`src/rtl/knn_seq_pkg.sv`:
```
// Shared constants for the KNN distance-pass sequencer: state encodings and
// the default training-memory address width (also used by the sorter).
package knn_seq_pkg;

    localparam int KNN_N_W = 8;

    localparam logic [2:0] KNN_SEQ_IDLE  = 3'd0;
    localparam logic [2:0] KNN_SEQ_FETCH = 3'd1;
    localparam logic [2:0] KNN_SEQ_ISSUE = 3'd2;
    localparam logic [2:0] KNN_SEQ_DRAIN = 3'd3;
    localparam logic [2:0] KNN_SEQ_DONE  = 3'd4;

endpackage

```
`src/rtl/knn_seq_if.sv`:
```
// Register-side, training-memory and distance-datapath signals of the
// sequencer; master is the sequencer, slave is its environment.
interface knn_seq_if
    import knn_seq_pkg::*;
#(
    parameter int N_W = KNN_N_W
);
    logic           start;
    logic           abort;
    logic [N_W:0]   n_train;
    logic           mem_rd;
    logic [N_W-1:0] mem_addr;
    logic           dp_valid;
    logic           dp_ready;
    logic [N_W-1:0] dp_idx;
    logic           dp_last;
    logic           res_valid;
    logic           busy;
    logic           done;
    logic           err;

    modport master (
        input  start, abort, n_train, dp_ready, res_valid,
        output mem_rd, mem_addr, dp_valid, dp_idx, dp_last, busy, done, err
    );

    modport slave (
        output start, abort, n_train, dp_ready, res_valid,
        input  mem_rd, mem_addr, dp_valid, dp_idx, dp_last, busy, done, err
    );
endinterface

```
`src/rtl/knn_seq_cnt.sv`:
```
// Up-counter with synchronous clear and increment enable; clear wins.
module knn_seq_cnt #(
    parameter int W = 9
) (
    input  logic         clk,
    input  logic         rst,
    input  logic         clr,
    input  logic         inc,
    output logic [W-1:0] q
);
    localparam logic [W-1:0] ONE = W'(1);

    always_ff @(posedge clk) begin
        if (rst || clr) q <= '0;
        else if (inc)   q <= q + ONE;
    end
endmodule

```
`src/rtl/knn_seq.sv`:
```
// Distance-pass sequencer: walks training memory, issues points to the
// distance datapath, counts returned results and pulses done.
module knn_seq
    import knn_seq_pkg::*;
#(
    parameter int N_W = KNN_N_W
) (
    input  logic      clk,
    input  logic      rst,
    knn_seq_if.master bus
);
    localparam logic [N_W:0] CNT_ONE = (N_W+1)'(1);

    logic [2:0]   state, state_nxt;
    logic [N_W:0] n_lat, issued, returned;
    logic         start_ok, res_ok, iss_inc, ret_inc, err_q;

    assign start_ok = (state == KNN_SEQ_IDLE) && bus.start;
    assign res_ok   = (state != KNN_SEQ_IDLE) && (returned < issued);
    // An aborted handshake is not a transfer, so issued holds.
    assign iss_inc  = (state == KNN_SEQ_ISSUE) && bus.dp_ready && !bus.abort;
    assign ret_inc  = bus.res_valid && res_ok;

    knn_seq_cnt #(.W(N_W+1)) u_issued (
        .clk (clk),
        .rst (rst),
        .clr (start_ok),
        .inc (iss_inc),
        .q   (issued)
    );

    knn_seq_cnt #(.W(N_W+1)) u_returned (
        .clk (clk),
        .rst (rst),
        .clr (start_ok),
        .inc (ret_inc),
        .q   (returned)
    );

    always_comb begin
        state_nxt = state;
        case (state)
            KNN_SEQ_IDLE:
                if (bus.start)
                    state_nxt = (bus.n_train == '0) ? KNN_SEQ_DONE : KNN_SEQ_FETCH;
            KNN_SEQ_FETCH:
                state_nxt = KNN_SEQ_ISSUE;
            KNN_SEQ_ISSUE:
                if (bus.dp_ready)
                    state_nxt = (issued + CNT_ONE == n_lat) ? KNN_SEQ_DRAIN : KNN_SEQ_FETCH;
            KNN_SEQ_DRAIN:
                if (returned == n_lat) state_nxt = KNN_SEQ_DONE;
            KNN_SEQ_DONE:
                state_nxt = KNN_SEQ_IDLE;
            default:
                state_nxt = KNN_SEQ_IDLE;
        endcase
        if (state != KNN_SEQ_IDLE && bus.abort) state_nxt = KNN_SEQ_IDLE;
    end

    always_ff @(posedge clk) begin
        if (rst) begin
            state <= KNN_SEQ_IDLE;
            n_lat <= '0;
            err_q <= 1'b0;
        end else begin
            state <= state_nxt;
            if (start_ok)                     n_lat <= bus.n_train;
            if (start_ok)                     err_q <= 1'b0;
            else if (bus.res_valid && !res_ok) err_q <= 1'b1;
        end
    end

    // All outputs decode registered state only; dp_ready never reaches them.
    assign bus.busy     = (state != KNN_SEQ_IDLE);
    assign bus.mem_rd   = (state == KNN_SEQ_FETCH);
    assign bus.mem_addr = issued[N_W-1:0];
    assign bus.dp_valid = (state == KNN_SEQ_ISSUE);
    assign bus.dp_idx   = issued[N_W-1:0];
    assign bus.dp_last  = (state == KNN_SEQ_ISSUE) && (issued == n_lat - CNT_ONE);
    assign bus.done     = (state == KNN_SEQ_DONE);
    assign bus.err      = err_q;
endmodule

```
`src/flat_wrapper.sv`:
```
// flat-port wrapper written by rule: the top's interface ports become plain ports
module knn_seq_flat import knn_seq_pkg::*;
#(
    parameter int N_W = KNN_N_W
)
  (clk, rst, bus_start, bus_abort, bus_n_train, bus_dp_ready, bus_res_valid, bus_mem_rd, bus_mem_addr, bus_dp_valid, bus_dp_idx, bus_dp_last, bus_busy, bus_done, bus_err);
  knn_seq_if #(.N_W(N_W)) bus_i ();
  input  logic clk;
  input  logic rst;
  input wire logic [$bits(bus_i.start)-1:0] bus_start;
  input wire logic [$bits(bus_i.abort)-1:0] bus_abort;
  input wire logic [$bits(bus_i.n_train)-1:0] bus_n_train;
  input wire logic [$bits(bus_i.dp_ready)-1:0] bus_dp_ready;
  input wire logic [$bits(bus_i.res_valid)-1:0] bus_res_valid;
  output wire logic [$bits(bus_i.mem_rd)-1:0] bus_mem_rd;
  output wire logic [$bits(bus_i.mem_addr)-1:0] bus_mem_addr;
  output wire logic [$bits(bus_i.dp_valid)-1:0] bus_dp_valid;
  output wire logic [$bits(bus_i.dp_idx)-1:0] bus_dp_idx;
  output wire logic [$bits(bus_i.dp_last)-1:0] bus_dp_last;
  output wire logic [$bits(bus_i.busy)-1:0] bus_busy;
  output wire logic [$bits(bus_i.done)-1:0] bus_done;
  output wire logic [$bits(bus_i.err)-1:0] bus_err;
  assign bus_i.start = bus_start;
  assign bus_i.abort = bus_abort;
  assign bus_i.n_train = bus_n_train;
  assign bus_i.dp_ready = bus_dp_ready;
  assign bus_i.res_valid = bus_res_valid;
  assign bus_mem_rd = bus_i.mem_rd;
  assign bus_mem_addr = bus_i.mem_addr;
  assign bus_dp_valid = bus_i.dp_valid;
  assign bus_dp_idx = bus_i.dp_idx;
  assign bus_dp_last = bus_i.dp_last;
  assign bus_busy = bus_i.busy;
  assign bus_done = bus_i.done;
  assign bus_err = bus_i.err;
  knn_seq #(.N_W(N_W)) u_core (.clk(clk), .rst(rst), .bus(bus_i));
endmodule
```
`config.mk`:
```
export PLATFORM = sky130hd
export DESIGN_NAME = knn_seq_flat
export DESIGN_NICKNAME = d
export VERILOG_FILES = /design/src/rtl/knn_seq_pkg.sv /design/src/rtl/knn_seq_if.sv /design/src/rtl/knn_seq_cnt.sv /design/src/rtl/knn_seq.sv /design/src/flat_wrapper.sv
export SDC_FILE = /design/constraint.sdc
export NUM_CORES = 1
export LEC_CHECK = 0
export ABC_CLOCK_PERIOD_IN_PS = 2100
export BUFFER_PORTS_ARGS = -buffer_cell sky130_fd_sc_hd__buf_4
export CORE_MARGIN = 2
export CORE_UTILIZATION = 51
export DETAILED_ROUTE_END_ITERATION = 8
export GPL_TIMING_DRIVEN = 0
export PLACE_DENSITY = 0.78
export SLEW_MARGIN = 0
export SYNTH_ARGS = -nofsm -noshare
export SYNTH_HDL_FRONTEND = slang
export SYNTH_SLANG_ARGS = --single-unit
```
`constraint.sdc`:
```
create_clock -name clk -period 2.1 [get_ports clk]
set_input_delay 0.21 -clock clk [delete_from_list [all_inputs] [get_ports clk]]
set_output_delay 0.21 -clock clk [all_outputs]
set_load 0.1 [all_outputs]
```
==> results of run 1 <==
[layer usage]
metal	up-vias	routed length (microns)	track usage (%)
li1	1127	-	-
met1	1084	2630	29.4
met2	76	3230	43.0
met3	17	282	3.70
met4	0	125	6.29
met5	-	0	0
[kinds of logic (layout without fill, tap and decap cells)]
family	after synthesis	in the layout	synth area share (%)
multiplexers	5	5	2.24
XOR/XNOR	35	35	13.7
AND/OR/NAND/NOR	107	107	23.3
AO/OA/AOI/OAI	60	60	16.3
flip-flops	31	31	27.0
adder cells (fa/ha/maj)	11	11	6.00
buffers and inverters	50	106	11.5
[stage by stage]
| stage | util (%) | hold WS [ns] | setup TNS, ns |
|---|---|---|---|
| final | 70.9 | 0.172 | -0.256 |
| after global routing | 70.9 | 0.191 | -0.751 |
| after CTS | 68.0 | 0.172 | -0.114 |
| after detailed placement | 61.3 | 0.447 | -3.33 |
| after global placement | 61.3 | 0.435 | -2.81 |
| after floorplan | - | 0.346 | -0.466 |
[synthesized netlist by cell type (8+ instances only)]
master / number / area (sq um)
a21oi_1: 28 / 140
buf_4: 18 / 135
clkbuf_1: 8 / 30.0
dfxtp_1: 31 / 621
ha_1: 11 / 138
inv_1: 17 / 63.8
nand2_1: 33 / 124
nand3_1: 10 / 50.1
nor2_1: 21 / 78.8
nor3_1: 8 / 40.0
o21ai_0: 9 / 45.0
xnor2_1: 18 / 158
xor2_1: 16 / 140
[report_power, final]
part | switching [mW] | internal, mW
sequential | 0.0586 | 0.619
clock | 0.224 | 0.299
combinational | 0.462 | 0.280
[worst max-delay path: stages, from the launching register on]
cell and delay (ns):
dfxtp_4 0.35, nor3_4 0.25, and3_4 0.24, nand2_1 0.05, mux2i_1 0.13, a31oi_1 0.13, a2111oi_4 0.31, buf_6 0.27
[how the worst max path moves through the flow]
| stage | depth (start not counted) | slack (ns) | start | endpoint |
|---|---|---|---|---|
| 3_5_place_dp | 10 | -0.31 | u_core.u_issued.q[5] | u_core.bus.err |
| 4_1_cts | 7 | -0.11 | u_core.n_lat[3] | bus_dp_last |
| 2_1_floorplan | 6 | -0.47 | u_core.n_lat[2] | bus_dp_last |
| 3_3_place_gp | 10 | -0.29 | u_core.u_issued.q[5] | u_core.bus.err |
| 5_1_grt | 7 | -0.18 | u_core.n_lat[3] | bus_dp_last |
| 6_report | 7 | -0.13 | u_core.n_lat[2] | bus_dp_last |
[registers in the layout, summed over array words and instances (netlist names)]
register,flops
u_core.n_lat,9
u_core.u_returned.q,9
u_core.bus.err,1
u_core.u_issued.q,9
u_core.state,3
[what timing repair did]
action / 4_1_cts / 5_1_grt
setup endpoints to repair: 21 / 23
resized for setup: 41 / 23
hold buffers: 0 / 0
pin swaps: 15 / 12
gates cloned: 0 / 0
setup buffers: 11 / 7
[layout make-up]
type                       instances  share of cell area [%]
buffer                            26                    5.92
clock buffer                       8                    3.24
inverter                          18                    2.35
multi-input combinational        218                    51.8
sequential                        31                    21.2
tap                               52                    2.11
timing repair buffer              54                    13.4
==> metrics.md, run 1 <==
| Metric | Value |
|---|---|
| Status | finished with violations |
| Failing checks | setup timing |
| Die area | just over 5000 sq um |
| Final ANT Viol Nets | 0 |
| Placed cell area | roughly 2700 sq um |
| Layout cells sized above 1 | around two fifths |
| DRT Wirelength | around 6.3 mm |
| CP endpoint kind | output pin |
| Hold path startpoint | bus_n_train[1] |
| Worst min path class | input port to flip-flop |
| CP Class | flip-flop to output pin |
| Yosys cell types | 48 |
| Total power | approximately 1.9 mW |
| R2R depth | 9 |
| CP max FO | 3 |
| R2r endpoint | u_core.u_returned.q[4] |
| Final instance area | 3090 sq um |
| Final setup violation count | 6 |
| Fillers | between 300 and 400 |
| Root Buffer | clkbuf_8 |
| RSZ-0062 raised after global routing | yes |
| Total gr overflow | 0 |
| Worst Hold Depth | 3 |
| DP HPWL | 4.23 mm |
| I/O pins | 37 |
| Reg2reg start | u_core.u_issued.q[6] |
| Fraction of registers with async set or reset after synthesis | 0% |
| Max clock buf depth | 2 |
| Final worst setup slack | -0.127 ns |
| Synth warn | 0 |
| Initial drt markers | 130 |
| Syn nets | approximately 330 |
| FMAX | approximately 450 MHz |
| Final min period | roughly 2.2 ns |
| Power Density | about 630 nW/um^2 |
| Slew headroom | about 68% |
| Number of global-route vias before repair | roughly 2.1k |
| Data arrival, critical path | between 2 and 2.5 ns |
| Initial antenna violation count | 0 |
| Synthesized instance count | between 200 and 300 |
| Register area share after synthesis | a little over a quarter |
| Critical Path Source Type | flip-flop |
| Worst reg2reg setup slack | -0.05 ns |
| Most frequent cells in the layout | buf_4 (71), nand2_1 (30), a21oi_1 (24) |
| All-Layer GR Usage | a little under a quarter |
| Post-placement cell count | slightly below 400 |
| CTS H-tree depth | 2 |
| Clock transition at the registers of the reported paths | approximately 0.060 ns |
| Clk_skew | approximately 0.0045 ns |
| Worst-margin pin slew | approximately 0.48 ns |
| Placement Setup Slack | -0.307 ns |
| Number of remaining DRC errors | 0 |
| Inserted Diodes | 0 |
| Top_reg_cell synth | dfxtp_1 |
| Nets | 380 |
| FF+latch area | between 600 and 700 sq um |
| Effective utilization at floorplan | between 50 and 60% |
| Die H | approximately 71 microns |
| Post-synth EDFFs | 0 |
| Mapped cell area | approximately 2300 sq um |
| Final Hold Viols | 0 |
| Mean Syn Cell Area | around 7.7 sq um |
| CTS tree | done |
| Routed vias | 2304 |
| Seq cells post-synth | 31 |
| Port Buffer Count | 36 |
| Leak pwr | around 1.3 nW |
| Worst hold endpoint | u_core.n_lat[1] |
| CP required | approximately 1.9 ns |
| Part of the cycle the worst path needs | 106% |
| Largest net degree at the start of global routing | 11 |
| Worst VDD drop | ~0.49 mV |
| Clk sinks | 31 |
| FP Rows | 24 |
| Area delta synth->final | 34.5% |
| Core box area | roughly 4400 sq um |
| Max-slew violations | 0 |
| TritonCTS buffer count | 5 |
| Die X | roughly 70 microns |
| Multi-input gate area | about 1600 sq um |
| Most common cell after layout, fill and taps aside | buf_4 |
| First-pass GRT wire length | about 9.6 mm |
| Drt pass-1 iters | 5 |
| Vias per cell | 5.66 |
| Finished Layout Cells | slightly above 400 |
| Max Cap Viol | 0 |
| Clock Latency Late Sink | between 0.2 and 0.3 ns |
| Routed len/inst | ~15 microns |
| GPL Wtd Cong | 0.900 |
Note: power is estimated with default switching activity, not from simulation.
==> run 2, diff against run 1 <==
--- a/config.mk
+++ b/config.mk
@@ -8,10 +8,11 @@
 export ABC_CLOCK_PERIOD_IN_PS = 2100
 export BUFFER_PORTS_ARGS = -buffer_cell sky130_fd_sc_hd__buf_4
 export CORE_MARGIN = 2
-export CORE_UTILIZATION = 51
+export CORE_UTILIZATION = 53
+export CTS_BUF_LIST = sky130_fd_sc_hd__clkbuf_8
 export DETAILED_ROUTE_END_ITERATION = 8
 export GPL_TIMING_DRIVEN = 0
-export PLACE_DENSITY = 0.78
+export PLACE_DENSITY = 0.81
 export SLEW_MARGIN = 0
 export SYNTH_ARGS = -nofsm -noshare
 export SYNTH_HDL_FRONTEND = slang
==> metrics.md, run 2 (same netlist as run 1, synthesis figures left out) <==
| Metric | Value |
|---|---|
| Slew headroom | 65.9% |
| Clock power share | between 20% and 30% |
| Switch Pwr | ~750 uW |
| WHS | ~0.17 ns |
| Clk_skew | 0.00621 ns |
| Number of global-route vias before repair | 2228 |
| Final min period | around 2.2 ns |
| Slowest CP cell | a2111oi_4 |
| Vias per cell | between 5 and 6 |
| GPL Wtd Cong | 0.867 |
| Worst-margin pin slew | 0.510 ns |
| Final Hold Viols | 0 |
| Worst VDD drop | about 0.94 mV |
| Worst path max stage delay | 0.37 ns |
| Worst min path class | input port to flip-flop |
| Finished Layout Cells | slightly above 400 |
| Max Cap Viol | 0 |
| I/O pins | 37 |
| Number of remaining DRC errors | 0 |
| CP Buf/Inv Count | 2 |
| Initial antenna violation count | 0 |
| Initial drt markers | 247 |
| Placement Setup Slack | -0.316 ns |
| Power Density | 617 nW/um^2 |
| Die X | about 70 microns |
| CP required | around 1.9 ns |
| CP endpoint kind | output pin |
| Reg2reg start | u_core.u_issued.q[7] |
| First-pass GRT wire length | a little over 10 mm |
| Max-slew violations | 0 |
| Die area | just under 5000 sq um |
| Inserted Diodes | 0 |
| FMAX | around 450 MHz |
| Critical Path Source Type | flip-flop |
| Part of the cycle the worst path needs | 107% |
| Clock transition at the registers of the reported paths | 0.06 ns |
| Root Buffer | clkbuf_8 |
| Clock Latency Late Sink | 0.29 ns |
| Clk sinks | 31 |
| Final setup violation count | 3 |
| CTS tree | done |
| Total gr overflow | 0 |
| Layout cells sized above 1 | between 30% and 40% |
| Combinational power share | 38.8% |
| M3 GR Usage | roughly 7.6% |
| Die H | 69.8 microns |
| Int Pwr | roughly 1.2 mW |
| Routed vias | roughly 2.4k |
| Max clock buf depth | 2 |
| RSZ-0062 raised after global routing | yes |
| Effective utilization at floorplan | a little under three fifths |
| Routed len/inst | 16.0 microns |
| Most common cell after layout, fill and taps aside | buf_4 |
| Top delay family on crit path | compound AO/OA/AOI/OAI gates |
| Switching share of power | between 30% and 40% |
| Core box area | around 4000 sq um |
| Crit path cell chain | buf_12, xnor2_2, xor2_1, o2111ai_2, a2111oi_4, buf_6 |
| All-Layer GR Usage | 25.3% |
| Largest net degree at the start of global routing | 11 |
| FP Rows | 23 |
| Register share of total power | 34.8% |
| Met1 GRT Util | between 30% and 40% |
| Setup_tns | -0.169 ns |
| TritonCTS buffer count | 5 |
| Most frequent cells in the layout | buf_4 (69), nand2_1 (30), a21oi_1 (25) |
| Post-placement cell count | between 300 and 400 |
| Area delta synth->final | 38.2% |
| Final worst setup slack | -0.137 ns |
| DP HPWL | between 4 and 5 mm |
| Port Buffer Count | 36 |
| CTS H-tree depth | 2 |
| Met2 Use GR | 43.0% |
| CP Class | flip-flop to output pin |
| Drt pass-1 iters | 5 |
| Fin util | between 70% and 80% |
| Status | finished with violations |
| DRT Wirelength | between 6 and 7 mm |
| Leak pwr | 1.31 nW |
| Final ANT Viol Nets | 0 |
| Data arrival, critical path | approximately 2.0 ns |
| Nets | around 380 |
| Hold path startpoint | bus_n_train[0] |
| GRT Max-Usage Layer | met2 |
| Biggest regs | u_core.n_lat x9, u_core.u_issued.q x9, u_core.u_returned.q x9 |
| Failing checks | setup timing |
| CP max FO | 2 |
| CP startpoint | u_core.n_lat[3] |
==> run 2: cell type report <==
type,count,area [sq um]
Timing Repair Buffer,54,425
Clock buffer,7,96.3
Multi-Input combinational cell,219,1660
Clock inverter,1,3.75
Buffer,26,194
Fill cell,295,915
Sequential cell,31,658
Tap cell,50,62.6
Inverter,18,75.1
==> run 2: timing repair <==
| action | in CTS | in global routing |
|---|---|---|
| endpoints found under the setup margin | 23 | 21 |
| buffers inserted | 13 | 5 |
| hold buffers | 0 | 0 |
| pin swaps | 14 | 8 |
| gates resized for setup | 44 | 30 |
| gates cloned | 0 | 1 |
==> run 2: power by group through the flow <==
stage               clock (mW)  combinational, mW  sequential (mW)
floorplan                    0              0.495            0.666
global placement             0              0.633            0.655
detailed placement           0              0.644            0.656
CTS                      0.518              0.689            0.674
global route             0.544              0.808            0.686
finish                   0.517              0.758            0.682
==> run 2: layer usage <==
metal  wire length (microns)  part of all wire, %  up-vias
met5                       0                    0        -
met4                     167                  2.6        0
met3                     493                  7.6       19
met2                    3170                   49      123
met1                    2660                   41     1116
li1                        -                    -     1144
==> run 2: path summary, 6_finish.rpt <==
kind	to	depth (start not counted)	slack [ns]
max	bus_dp_last	6	-0.14
min reg2reg	u_core.bus.err	2	0.46
max reg2reg	u_core.u_returned.q[4]	9	-0.02
min	u_core.n_lat[0]	3	0.17
==> run 2: through the flow <==
stage                     power (mW)  instance area, sq um
after floorplan                 1.16                  2330
after global placement          1.29                  2670
after detailed placement        1.30                  2670
after CTS                       1.88                  3000
after global routing            2.04                  3170
final                           1.96                  3170
==> run 2: worst reg2reg max path: stages (launching register included) <==
cell and delay (ns):
dfxtp_2 0.34, buf_6 0.12, inv_1 0.05, ha_1 0.29, a21o_1 0.22, a211oi_4 0.33, buf_4 0.17, nand3_2 0.07
or3_1 0.35, a21oi_1 0.12
